--- src/rtl/condicionador_de_entradas.sv ---
// Input conditioner: synchronizes and debounces eight switches and four active-low
// buttons, exposes them as two 6-bit groups and pulses one event flag per group on change.
module condicionador_de_entradas #(
    parameter int DEBOUNCE_CYCLES = 50000
) (
    input  logic       Clock,
    input  logic       Reset,
    input  logic       CH0,
    input  logic       CH1,
    input  logic       CH2,
    input  logic       CH3,
    input  logic       CH4,
    input  logic       CH5,
    input  logic       CH6,
    input  logic       CH7,
    input  logic       BTN0,
    input  logic       BTN1,
    input  logic       BTN2,
    input  logic       BTN3,
    output logic [2:0] User0,
    output logic [2:0] Func0,
    output logic [2:0] User1,
    output logic [2:0] Func1,
    output logic       Evento0,
    output logic       Evento1
);

    localparam int NUM_IN = 12;
    // Bit order: [7:0] = CH7..CH0, [11:8] = BTN3..BTN0; buttons idle high.
    localparam logic [NUM_IN-1:0] REST_LEVEL  = 12'hF00;
    localparam logic [NUM_IN-1:0] GROUP0_MASK = 12'h30F;
    localparam logic [15:0]       LAST_COUNT  = 16'(DEBOUNCE_CYCLES - 1);

    logic [NUM_IN-1:0] raw;
    logic [NUM_IN-1:0] sync_p0;
    logic [NUM_IN-1:0] sync_p1;
    logic [NUM_IN-1:0] stable;
    logic [NUM_IN-1:0] differ;
    logic [NUM_IN-1:0] accept;
    logic [15:0]       cnt [NUM_IN];
    logic              evt0;
    logic              evt1;

    function automatic logic [15:0] next_count(input logic diff, input logic at_last,
                                               input logic [15:0] count);
        if (!diff || at_last) begin
            return 16'd0;
        end
        return count + 16'd1;
    endfunction

    assign raw = {BTN3, BTN2, BTN1, BTN0, CH7, CH6, CH5, CH4, CH3, CH2, CH1, CH0};

    // Stage p0/p1: two-flop synchronizer on every raw input
    always_ff @(posedge Clock or posedge Reset) begin
        if (Reset) begin
            sync_p0 <= REST_LEVEL;
            sync_p1 <= REST_LEVEL;
        end else begin
            sync_p0 <= raw;
            sync_p1 <= sync_p0;
        end
    end

    assign differ = sync_p1 ^ stable;

    always_comb begin
        accept = '0;
        for (int i = 0; i < NUM_IN; i++) begin
            accept[i] = differ[i] && (cnt[i] == LAST_COUNT);
        end
    end

    // Debounce stage: a level is accepted on the DEBOUNCE_CYCLES-th consecutive differing cycle
    always_ff @(posedge Clock or posedge Reset) begin
        if (Reset) begin
            stable <= REST_LEVEL;
            for (int i = 0; i < NUM_IN; i++) begin
                cnt[i] <= 16'd0;
            end
            evt0 <= 1'b0;
            evt1 <= 1'b0;
        end else begin
            stable <= stable ^ accept;
            for (int i = 0; i < NUM_IN; i++) begin
                cnt[i] <= next_count(differ[i], accept[i], cnt[i]);
            end
            evt0 <= |(accept & GROUP0_MASK);
            evt1 <= |(accept & ~GROUP0_MASK);
        end
    end

    assign User0   = {stable[0], stable[1], stable[2]};
    assign Func0   = {stable[3], ~stable[8], ~stable[9]};
    assign User1   = {stable[4], stable[5], stable[6]};
    assign Func1   = {stable[7], ~stable[10], ~stable[11]};
    assign Evento0 = evt0;
    assign Evento1 = evt1;

endmodule

--- config.mk ---
export PLATFORM = sky130hd
export DESIGN_NAME = condicionador_de_entradas
export DESIGN_NICKNAME = d
export VERILOG_FILES = /design/src/rtl/condicionador_de_entradas.sv
export SDC_FILE = /design/constraint.sdc
export NUM_CORES = 1
export LEC_CHECK = 0
export ABC_AREA = 1
export CAP_MARGIN = 20
export CORE_UTILIZATION = 44
export DETAILED_ROUTE_END_ITERATION = 7
export HOLD_SLACK_MARGIN = 0.1
export PLACE_DENSITY = 0.68
export REMOVE_ABC_BUFFERS = 1
export SKIP_LAST_GASP = 1
export SLEW_MARGIN = 0
export SYNTH_ARGS = -nofsm -noshare
export SYNTH_HDL_FRONTEND = slang
export SYNTH_SLANG_ARGS = --single-unit
--- constraint.sdc ---
create_clock -name Clock -period 20.8 [get_ports Clock]
set_input_delay 4.16 -clock Clock [delete_from_list [all_inputs] [get_ports Clock]]
set_output_delay 4.16 -clock Clock [all_outputs]
set_load 0.01 [all_outputs]
; ---- Word-level counts from Yosys, hierarchy flattened
; Cells that the tools add are included.
[totals]
register_bits = 230
in_bits = 14
out_inout_bits = 14
word_cells = 121
[op_classes]
add_sub_neg = 12
eq_ne = 12
muxes = 36
bitwise = 6
reduce_logical = 38
[ops]
columns = op, n
row1 = two-way mux 16 bit, 24
row2 = adder 16 x 1 -> 16 bit (second input constant), 12
row3 = == test 16 bit (second input constant), 12
row4 = bitwise XOR 12 bit, 2
row5 = logical AND 1 bit, 12
row6 = zero test 1 bit, 12
row7 = logical OR 1 bit, 12
row8 = two-way mux 1 bit, 12
row9 = OR reduction 6 bit, 2
row10 = inverter 1 bit, 4

; ---- Depth between registers and ports, before layout
[depth]
depth_word = 5
mapped_depth = 9
ltp_nobuf = 9

; ---- Worst setup path before layout
; OpenSTA, ideal clock, no wires.
[synth_path]
kind = flip-flop to output port
from = register (tool-made name)
to = output Func1[1]
arrival_time_ps = 584
t_required_ps = 16640
slack_ps = 16056
stages_incl_launch_ff = 2
path_buffers = 0
cell_sequence = dfstp_2 inv_1
[synth_lines]
columns = element, line_no
row1 = end: declaration, 23  ; output logic [2:0] Func1,

==> metrics.yaml <==
outcome:
  outcome: "complete, no violations"
setup_path:
  reg2reg_depth: 6
  critical_path_class: "flop to primary output"
  required_ps: 16640
  end_kind: "primary output"
  path_max_fanout: 2
  arrival_ps: 1590
  startpoint_type: "flop"
power_and_ir_drop:
  leakage_nw: 5.767
  p_total_w: 0.0009623
  p_sw_share_pct: 22.00
  power_frac_seq_pct: 48.0
  p_comb_share_pct: 3.2
  internal_power_w: 0.0007506
  clkPwrFrac_pct: 48.8
  powerDensity_mw_per_mm2: 71.83
  p_switching_w: 0.0002117
  ir_worst_vdd_mv: 0.05191
global_routing:
  overflow: 0
  grt_start_max_net_pins: 155
  grt_pass1_wl_um: 40770
  use_met2_pct: 29.18
  antenna_found_initial: 0
  met3_usage_pct: 2.281
  grt.busiest_layer: "met2"
  grt_use_total_pct: 17.08
  use_met1_pct: 22.67
  grt_pass1_vias: 9320
cells_and_area:
  layout_common_cells: "nor2_1 (399), nand2_1 (305), dfrtp_1 (218)"
  fillers: 2569
  drive_gt1_share_pct: 6.138
  utilization_pct: 49.99
  syn_to_final_growth_pct: 11.91
  layout.nets: 1619
  final_cell_count_no_fill: 1954
  final_common_cell: "nor2_1"
  n_antenna_cell: 0
placement:
  routabilityCongestion: 0.8623
  dpl.hpwl_um: 15910
  io_buffer_count: 27
  dp.cells: 1905
cts:
  cts_made_buffers: 26
  htreeDepth: 1
  path_clk_slew_ps: 60
  clk_latency_ps: 540
  hold_buffers: 0
  cts_resized: 0
  clockRootBuffer: "clkbuf_16"
  cts_sinks: 230
  cts_tree: "yes"
  cts_buffer_depth: 3
  post-cts-setup-buffers: 0
logic_synthesis:
  synthesis.instances: 1556
  synth.cell_area_mm2: 0.01197
  synth_seq_cells: 230
  syn_area_per_cell_um2: 7.694
  yosys_warnings: 0
  ys_types: 29
  ys_seq_area_share_pct: 48.20
sta:
  fin_hold_ws_ps: 350.7
  setup_viol: 0
  slew_headroom_pct: 37.97
  worst_pin_slew_ps: 930.4
  drv_slew: 0
  hold_viol_final: 0
  fin_crit_ps: 5751
  fin_setup_tns_ps: 0
  fmax_mhz: 173.9
  finClkSkew_ps: 28.74
  rsz0062_at_grt: "no"
  fin_crit_sh_pct: 27.65
worst_hold_path:
  worstHoldPathType: "flop to flop"
  holdPathStages: 0
drt:
  ant_nets: 0
  drcViolationCount: 0
  vias: 9537
  wl_per_cell_um: 11.62
  firstDrtPassIters: 4
  wirelength_um: 22700
  avgViaCountPerCell: 4.881
  drt_iter0_markers: 540
die:
  fp.dieH_um: 167.0
  die-width_um: 167.0
  core_mm2: 0.02680
  die-area_mm2: 0.02787
  row_count: 60
  initial_core_util_pct: 44.67
  io_pins: 28
run:
  max_cap_viol_count: 0
state kept, by name (all words and copies together), names as in the netlist, named ones only:
| register | count |
|---|---|
| sync_p0 | 12 |
| Evento0 | 1 |
| sync_p1 | 12 |
| Evento1 | 1 |
| cnt | 192 |
cells in the mapped netlist, drive strengths merged:
cell type / instances / area share (%)
nand4: 21 / 1.1
xnor2: 8 / 0.59
dfrtp: 218 / 46
nor4: 2 / 0.10
o21ai: 6 / 0.25
xor2: 56 / 4.1
nand2: 326 / 11
a21oi: 40 / 1.7
nor2: 405 / 13
ha: 12 / 1.3
buf: 20 / 1.7
inv: 183 / 5.7
nor3: 112 / 5.1
and3: 6 / 0.31
nor3b: 8 / 0.50
nand3: 113 / 4.9
dfstp: 12 / 2.6
o21bai: 8 / 0.50
final cells by class:
class	count	area, µm²	share of cell area, %
Inverter	183	694.4	5.183
Clock inverter	13	158.9	1.186
Clock buffer	35	734.5	5.482
Timing Repair Buffer	29	305.3	2.279
Multi-Input combinational cell	1123	5308	39.62
Sequential cell	230	5771	43.07
Tap cell	341	426.7	3.185
power groups by stage:
stage | sequential, W | clock, W | combinational [W]
3_3_place_gp | 0.000470 | 0 | 0.0000305
2_1_floorplan | 0.000469 | 0 | 0.0000218
5_1_grt | 0.000463 | 0.000500 | 0.0000362
6_report | 0.000462 | 0.000470 | 0.0000305
3_5_place_dp | 0.000470 | 0 | 0.0000312
4_1_cts | 0.000462 | 0.000483 | 0.0000313
worst paths after layout:
check	to	slack [ps]	startpoint
max in group asynchronous	cnt[140]	15710	Reset
worst min register to register	sync_p1[0]	350	sync_p0[0]
worst max-delay path	Func0[0]	15050	flop
min in group asynchronous	Evento0	3940	Reset
worst max register to register	cnt[14]	19200	cnt[0]
worst min-delay path	sync_p1[0]	350	sync_p0[0]
routing by layer:
metal | share of wire, % | wire length (µm)
met4 | 2.1 | 476
met3 | 2.5 | 577
met1 | 48 | 11000
met5 | 0 | 0
met2 | 47 | 10650
cell families (layout without fill, tap and decap cells):
group	count (synthesis)	after routing	share of synthesized area [%]
AND/OR/NAND/NOR	993	993	35.97
flip-flops	230	230	48.20
buffers and inverters	203	260	7.462
XOR/XNOR	64	64	4.682
AO/OA/AOI/OAI	54	54	2.425
adder cells (fa/ha/maj)	12	12	1.254
per-stage QoR:
step	instance area (µm²)	setup slack (ps)
after floorplan	11770	10360
after global routing	13400	14990
final	13400	15050
after CTS	13370	14850
after detailed placement	12480	14260
after global placement	12480	14290
critical path: stages (launching register included):
cell and delay [ps]:
dfstp_2 540, inv_1 50, clkdlybuf4s50_1 470
Power figures use the tool's default switching activity.
